--- config.mk ---
export PLATFORM = sky130hd
export DESIGN_NAME = sync_fifo
export DESIGN_NICKNAME = d
export VERILOG_FILES = /design/src/rtl/fifo_pkg.sv /design/src/rtl/sync_fifo_mem.sv /design/src/rtl/sync_fifo.sv
export SDC_FILE = /design/constraint.sdc
export NUM_CORES = 1
export LEC_CHECK = 0
export BUFFER_PORTS_ARGS = -buffer_cell sky130_fd_sc_hd__buf_2
export CORE_MARGIN = 4
export CORE_UTILIZATION = 50
export DETAILED_ROUTE_END_ITERATION = 8
export GPL_TIMING_DRIVEN = 0
export PLACE_DENSITY = 0.66
export SETUP_SLACK_MARGIN = 0.02
export SLEW_MARGIN = 20
export SYNTH_ARGS = -nofsm -noshare
export SYNTH_HDL_FRONTEND = slang
export SYNTH_HIERARCHICAL = 1
export SYNTH_SLANG_ARGS = --single-unit
--- constraint.sdc ---
create_clock -name io_clk -period 4.7 [get_ports io_clk]
set_clock_uncertainty 0.15 [all_clocks]
set_input_delay 0 -clock io_clk [delete_from_list [all_inputs] [get_ports io_clk]]
set_output_delay 0 -clock io_clk [all_outputs]
set_load 0.02 [all_outputs]
--- src/rtl/fifo_pkg.sv ---
// Shared sizing and types for the single-clock FIFO.
package fifo_pkg;
  localparam int DATA_W = 32;
  localparam int DEPTH  = 8;
  localparam int ADDR_W = 3;

  typedef logic [DATA_W-1:0] data_t;
  typedef logic [ADDR_W:0]   ptr_t;
  typedef logic [ADDR_W-1:0] addr_t;
endpackage

--- src/rtl/sync_fifo_mem.sv ---
// DEPTH x DATA_W register array: one synchronous write port, one asynchronous read port.
module sync_fifo_mem
  import fifo_pkg::*;
(
  input  logic  clk,
  input  logic  we,
  input  addr_t waddr,
  input  data_t wdata,
  input  addr_t raddr,
  output data_t rdata
);

  data_t mem [DEPTH];

  // Storage is deliberately not reset; only the pointers define valid contents.
  always_ff @(posedge clk) begin
    if (we) begin
      mem[waddr] <= wdata;
    end
  end

  assign rdata = mem[raddr];

endmodule

--- src/rtl/sync_fifo.sv ---
// 8 x 32 first-word-fall-through FIFO: pointer control, full/empty and handshakes
// around a register-array storage block.
module sync_fifo
  import fifo_pkg::*;
(
  input  logic  io_clk,
  input  logic  io_rst,
  input  logic  io_write_valid,
  output logic  io_write_ready,
  input  data_t io_write_bits,
  output logic  io_read_valid,
  input  logic  io_read_ready,
  output data_t io_read_bits
);

  ptr_t wr_ptr;
  ptr_t rd_ptr;
  logic empty;
  logic full;
  logic write_fire;
  logic read_fire;

  // Handshake: a transfer happens on a rising edge exactly when valid and ready
  // are both high in that cycle. ready/valid here depend only on the registered
  // pointers, so a same-cycle transfer on the opposite side never unblocks this one.
  assign empty = (wr_ptr == rd_ptr);
  assign full  = (wr_ptr[ADDR_W] != rd_ptr[ADDR_W]) &&
                 (wr_ptr[ADDR_W-1:0] == rd_ptr[ADDR_W-1:0]);

  assign io_write_ready = !full;
  assign io_read_valid  = !empty;

  assign write_fire = io_write_valid && io_write_ready && !io_rst;
  assign read_fire  = io_read_valid && io_read_ready && !io_rst;

  always_ff @(posedge io_clk) begin
    if (io_rst) begin
      wr_ptr <= '0;
      rd_ptr <= '0;
    end else begin
      if (write_fire) begin
        wr_ptr <= wr_ptr + ptr_t'(1);
      end
      if (read_fire) begin
        rd_ptr <= rd_ptr + ptr_t'(1);
      end
    end
  end

  sync_fifo_mem u_mem (
    .clk   (io_clk),
    .we    (write_fire),
    .waddr (wr_ptr[ADDR_W-1:0]),
    .wdata (io_write_bits),
    .raddr (rd_ptr[ADDR_W-1:0]),
    .rdata (io_read_bits)
  );

endmodule

==> out/summary.txt, run 1 <==
Hold Path Class - input port to register
Seq/Total Area, Yosys - 75.2%
GP Congestion - 0.760
XOR/XNOR Fraction of Synth Area - 0.708%
grt total ovfl - 0
CTS root buf - clkbuf_16
Final Util - 62.0%
Routed Antenna Nets - 0
final hold violations - 0
die width - 152 um
vias in the first global route - 5388
post-synthesis compound-gate area fraction - 0.624%
Die ar. - 0.0232 mm2
Sink Count - 264
min cycle time layout - 2.98 ns
fmax - 335 MHz
CP startpoint kind - register
Syn Area/Cell - 23.4 um2
pwr dens - 414 mW/mm2
syn_nets - 484
R2R Path Start - wr_ptr[1]$_SDFFE_PP0P_
H-Tree Level Count - 1
Setup Viol. Count Final - 0
Worst Max-Slew Pin Slew - 0.794 ns
Nets - 634
RSZ-0062 raised after global routing - no
final worst slack - 1.72 ns
cells after synthesis - 446
first element of the critical path - wr_ptr[1]$_SDFFE_PP0P_
adder-cell share of the synthesized area - 0.240%
FF+latch count, synth - 264
row cnt - 52
Cell variety after synth - 30
pre-CTS setup slack - 1.70 ns
Detail Placement HPWL - 12200 um
I/O Buffers - 68
max_slew headroom - 46.8%
Worst-Skew Late Latency - 0.52 ns
hold path startpoint - io_write_bits[16]
largest net degree at the start of global routing - 19
CP Capture Type - register
Max Transition Viols Final - 0
initial core utilization - 51.2%
yosys warns - 6
Chip Height - 152 um
Clk pin slew, worst setup/hold paths - 0.06 ns
most frequent cells in the layout - edfxtp_1 (256), buf_2 (74), mux4_1 (40)
Area Overhead vs Synth - 21.1%
n_diodes - 0
DR WL/cell - 22.4 um
post-synth top area cell - edfxtp_1
Clock Tree Buf Depth - 3
synthesized area - 0.0104 mm2
share of post-route cells with drive strength above 1 - 33.1%
post-synthesis mux area share - 19.6%
CTS resizes - 0
P_leak - 4.20 nW
CTS tree - done
Total Wirelength - 19900 um
total track usage - 17.3%
# IOs - 70
status - finished clean
Req. time, crit path - 4.77 ns
largest cells by area after synthesis - edfxtp_1 (74%), mux4_1 (10%), mux4_2 (5.2%)
largest family of logic cells by synthesized area - multiplexers
area fraction of the dominant cell type after synthesis - 73.7%
Core ar. - 0.0204 mm2
initial antenna violation count - 0
worst vdd ir - 250 uV
Setup CP Type - register to register
most common library cell in the layout ignoring fill and taps - edfxtp_1
TritonCTS Buffers - 27
arrival time at the worst endpoint - 3.05 ns
max cap viols - 0
first-pass iteration count of the detailed router - 4
vias per cell - 5.54
simple-gate share of the synthesized area - 2.14%
1st-iter DRT viols - 277
CP max FO - 9
fin crit share - 63.5%
routed vias - 4918
global-route wire length before repair - 31200 um
remaining routing DRC violations - 0
-- path summary, 6_finish.rpt --
path         slack [ns]  cells past startpoint                          to
max                1.72                      6  u_mem/mem[4][21]$_DFFE_PP_
min                0.14                      2  u_mem/mem[2][16]$_DFFE_PP_
max reg2reg        1.72                      6  u_mem/mem[4][21]$_DFFE_PP_
min reg2reg        0.50                      2      rd_ptr[2]$_SDFFE_PP0P_
-- cells in the mapped netlist --
library cell / instances
xor2_2: 1
and3b_1: 1
mux4_2: 24
mux2_4: 1
mux4_1: 40
nand4_1: 4
and3_1: 1
nor2_1: 10
ha_1: 2
a41oi_2: 2
nor2b_1: 7
nand2_1: 6
nand2b_1: 7
xnor2_2: 3
o211ai_1: 2
a41oi_1: 2
inv_1: 2
buf_6: 8
buf_2: 6
mux2_2: 32
dfxtp_1: 8
mux2i_1: 4
mux2_1: 3
buf_1: 4
or3_1: 2
edfxtp_1: 256
xnor2_1: 1
clkbuf_1: 3
nor3b_1: 1
nor3_1: 3
-- worst max-delay path: stages, from the launching register on --
cell	delay, ns
dfxtp_1	0.56
xnor2_2	0.21
a41oi_2	0.33
nor2b_1	0.22
nand2_1	0.23
nor3_2	0.67
buf_4	0.32
-- cell families (layout without fill, tap and decap cells) --
kind of cell | Yosys count | in the layout
flops | 264 | 264
mux | 104 | 104
simple gates | 42 | 42
buf+inv | 23 | 194
compound gates | 6 | 6
xor+xnor | 5 | 5
fa+ha+maj | 2 | 2
-- power breakdown --
group	internal [W]	switching (W)
Sequential	0.00262	0.0000167
Combinational	0.000305	0.000312
Clock	0.00116	0.000821
-- repair_timing --
| item | 4_1_cts | 5_1_grt |
|---|---|---|
| hold buffers | 37 | 0 |
| hold endpoints to repair | 264 | 0 |
| setup buffers | 0 | 0 |
-- area by class of cell --
| cell class | instances | area, um2 |
|---|---|---|
| multi-input cells | 159 | 2480 |
| repair buffers | 121 | 983 |
| clock inverters | 18 | 131 |
| inverters | 2 | 7.51 |
| fillers | 1406 | 7730 |
| plain buffers | 21 | 146 |
| well taps | 270 | 338 |
| clock buffers | 32 | 694 |
| flip-flops and latches | 264 | 7850 |
-- metal layers --
| metal | vias to the layer above | GRT usage, % | share of wire (%) |
|---|---|---|---|
| met3 | 23 | 2.93 | 4.3 |
| met1 | 2579 | 23.2 | 42 |
| met4 | 0 | 3.52 | 1.4 |
| met2 | 101 | 30.4 | 52 |
| li1 | 2215 | - | - |
| met5 | - | 0 | 0 |
-- flip-flops by register name, summed over array words and instances (netlist names) --
signal	cells
rd_ptr	4
u_mem/mem	256
wr_ptr	4
-- metrics by stage --
stage	hold WS, ns	area, um2	TNS, ns	total power [W]	instances
floorplan	-0.0511	10400	0	0.00310	446
global placement	0.107	11100	-124.91	0.00326	784
finish	0.137	12600	0	0.00523	887
CTS	0.120	12600	0	0.00529	887
global route	0.139	12600	0	0.00542	887
detailed placement	0.119	11400	0	0.00329	800
(Power assumes the default switching activity.)
==> run 2, diff against run 1 <==
--- a/config.mk
+++ b/config.mk
@@ -10,7 +10,7 @@
 export CORE_UTILIZATION = 50
 export DETAILED_ROUTE_END_ITERATION = 8
 export GPL_TIMING_DRIVEN = 0
-export PLACE_DENSITY = 0.66
+export PLACE_DENSITY = 0.69
 export SETUP_SLACK_MARGIN = 0.02
 export SLEW_MARGIN = 20
 export SYNTH_ARGS = -nofsm -noshare
==> constraint.sdc (replaced) <==
create_clock -name io_clk -period 2.4 [get_ports io_clk]
set_clock_uncertainty 0.15 [all_clocks]
set_input_delay 0 -clock io_clk [delete_from_list [all_inputs] [get_ports io_clk]]
set_output_delay 0 -clock io_clk [all_outputs]
set_load 0.02 [all_outputs]
==> out/summary.txt, run 2 (synthesized netlist as in run 1, its figures left out) <==
initial antenna violation count - 1 (+1)
first-pass iteration count of the detailed router - 6 (+2)
Req. time, crit path - 2.25 ns (-2.52 ns)
Routed Antenna Nets - 0 (unchanged)
largest net degree at the start of global routing - 21 (+2)
area of the multi-input gates - 0.00249 mm2 (+0.25%)
final worst slack - -0.00247 ns (-1.72 ns)
Core ar. - 0.0204 mm2 (unchanged)
grt total ovfl - 0 (unchanged)
CP Capture Type - primary output
CTS root buf - clkbuf_16
share of post-route cells with drive strength above 1 - 44.4% (+11 points)
TritonCTS Buffers - 27 (unchanged)
initial core utilization - 51.2% (unchanged)
Setup CP Type - register to primary output
crit-path max cell delay - 0.51 ns (-0.16 ns)
largest register by flop count - u_mem/mem
slowest CP cell - mux4_2
RSZ-0062 raised after global routing - yes
vias per cell - 5.55 (about the same)
CTS tree - done
I/O Buffers - 68 (unchanged)
final hold violations - 0 (unchanged)
Switching Share - 22.4% (+0.43 points)
CP max FO - 5 (-4)
pre-CTS setup slack - -0.416 ns (-2.12 ns)
Filler Cell Count - 1331 (-5.3%)
Clock Power Share - 35.3% (-2.5 points)
pwr dens - 805 mW/mm2 (+94%)
1st-iter DRT viols - 342 (+23%)
hold_ws - 0.134 ns (-0.00263 ns)
Detail Placement HPWL - 11900 um (-1.9%)
Seq pwr share - 48.1% (-2.3 points)
H-Tree Level Count - 1 (unchanged)
Largest delay share family, worst path - multiplexers
Largest regs - u_mem/mem (256), rd_ptr (4), wr_ptr (4)
Clock Tree Buf Depth - 3 (unchanged)
GP Congestion - 0.799 (+5.1%)
Worst-Skew Late Latency - 0.51 ns (about the same)
max cap viols - 0 (unchanged)
row cnt - 52 (unchanged)
most frequent cells in the layout - edfxtp_1 (256), mux4_2 (61), dlygate4sd3_1 (37)
total track usage - 18.5% (+1.1 points)
global-route wire length before repair - 33200 um (+6.3%)
Largest register FFs - 256 (unchanged)
Area Overhead vs Synth - 28.0%
Hold Path Class - input port to register
fin crit share - 100%
Total Wirelength - 21200 um (+6.7%)
Clk pin slew, worst setup/hold paths - 0.06 ns (about the same)
worst vdd ir - 609 uV (+140%)
Buf/Inv on CP - 4 (+3)
CP startpoint kind - register
max_slew headroom - 68.8% (+22 points)
routed vias - 5056 (+2.8%)
status - finished, violations left
Sink Count - 264 (unchanged)
remaining routing DRC violations - 0 (unchanged)
P_leak - 4.48 nW (+6.8%)
Worst Max-Slew Pin Slew - 0.468 ns (-0.326 ns)
CP most frequent cell - buf_12
most common library cell in the layout ignoring fill and taps - edfxtp_1
vias in the first global route - 5629 (+4.5%)
Die ar. - 0.0232 mm2 (unchanged)
combinational fraction of design power - 16.6% (+4.8 points)
die width - 152 um (unchanged)
# IOs - 70 (unchanged)
min cycle time layout - 2.40 ns
Seq. cell area - 0.00786 mm2 (+0.13%)
Chip Height - 152 um (unchanged)
Setup Viol. Count Final - 1 (+1)
critical path, cell by cell - buf_12 > buf_12 > buf_12 > mux4_2 > mux2_4 > buf_6
Max Transition Viols Final - 0 (unchanged)
arrival time at the worst endpoint - 2.25 ns (-0.80 ns)
failing checks - negative setup slack
sw power - 0.00241 W (+110%)
fmax - 416 MHz
Power Internal - 0.00834 W (+100%)
DR WL/cell - 23.3 um (+3.9%)
Nets - 658 (+3.8%)
run 2: metrics by stage:
stage | total power [W] | instance area [um2] | cells | setup TNS (ns) | utilization (%)
floorplan | 0.00608 | 10500 | 446 | -29.97 | -
global placement | 0.00640 | 11200 | 784 | -203.33 | 54.9
detailed placement | 0.00643 | 11400 | 795 | -49.68 | 56.1
CTS | 0.0109 | 13400 | 913 | -2.13 | 66.0
global route | 0.0112 | 13400 | 911 | -0.170 | 65.6
finish | 0.0107 | 13400 | 911 | -0.00247 | 65.6
run 2: path summary, 6_finish.rpt:
path | startpoint | end | slack (ns) | cells after the start
setup / recovery | rd_ptr[0]$_SDFFE_PP0P_ | io_read_bits[5] | -0.002 | 6
hold / removal | io_write_bits[8] | u_mem/mem[5][8]$_DFFE_PP_ | 0.13 | 2
setup reg to reg | wr_ptr[2]$_SDFFE_PP0P_ | u_mem/mem[6][14]$_DFFE_PP_ | 0.14 | 7
hold reg to reg | rd_ptr[2]$_SDFFE_PP0P_ | rd_ptr[2]$_SDFFE_PP0P_ | 0.45 | 2
run 2: what timing repair did:
item	4_1_cts	5_1_grt
hold buffers	37	0
buffers inserted	24	2
cloned	8	0
pin swaps	8	1
hold endpoints to repair	264	0
gates resized for setup	149	27
setup endpoints to repair	281	100
run 2: cell type report:
class	count	share of cell area, %
clock buffers	30	5.15
clock inverters	19	0.947
well taps	270	2.53
inverters	2	0.0562
repair buffers	145	12.0
plain buffers	21	1.84
multi-input cells	159	18.6
diodes	1	0.0187
flip-flops and latches	264	58.9
run 2: power by group through the flow:
stage,logic [W],clock network (W),registers [W]
after global routing,0.00190,0.00411,0.00517
after floorplan,0.000823,0,0.00525
after detailed placement,0.00117,0,0.00526
after CTS,0.00187,0.00389,0.00516
final,0.00179,0.00380,0.00516
after global placement,0.00114,0,0.00526
run 2: routing by layer:
| metal | vias to the layer above | wire (um) | track usage, % |
|---|---|---|---|
| li1 | 2243 | - | - |
| met1 | 2671 | 8850 | 25.0 |
| met2 | 115 | 11200 | 32.7 |
| met3 | 27 | 915 | 2.75 |
| met4 | 0 | 255 | 3.27 |
| met5 | - | 0 | 0 |
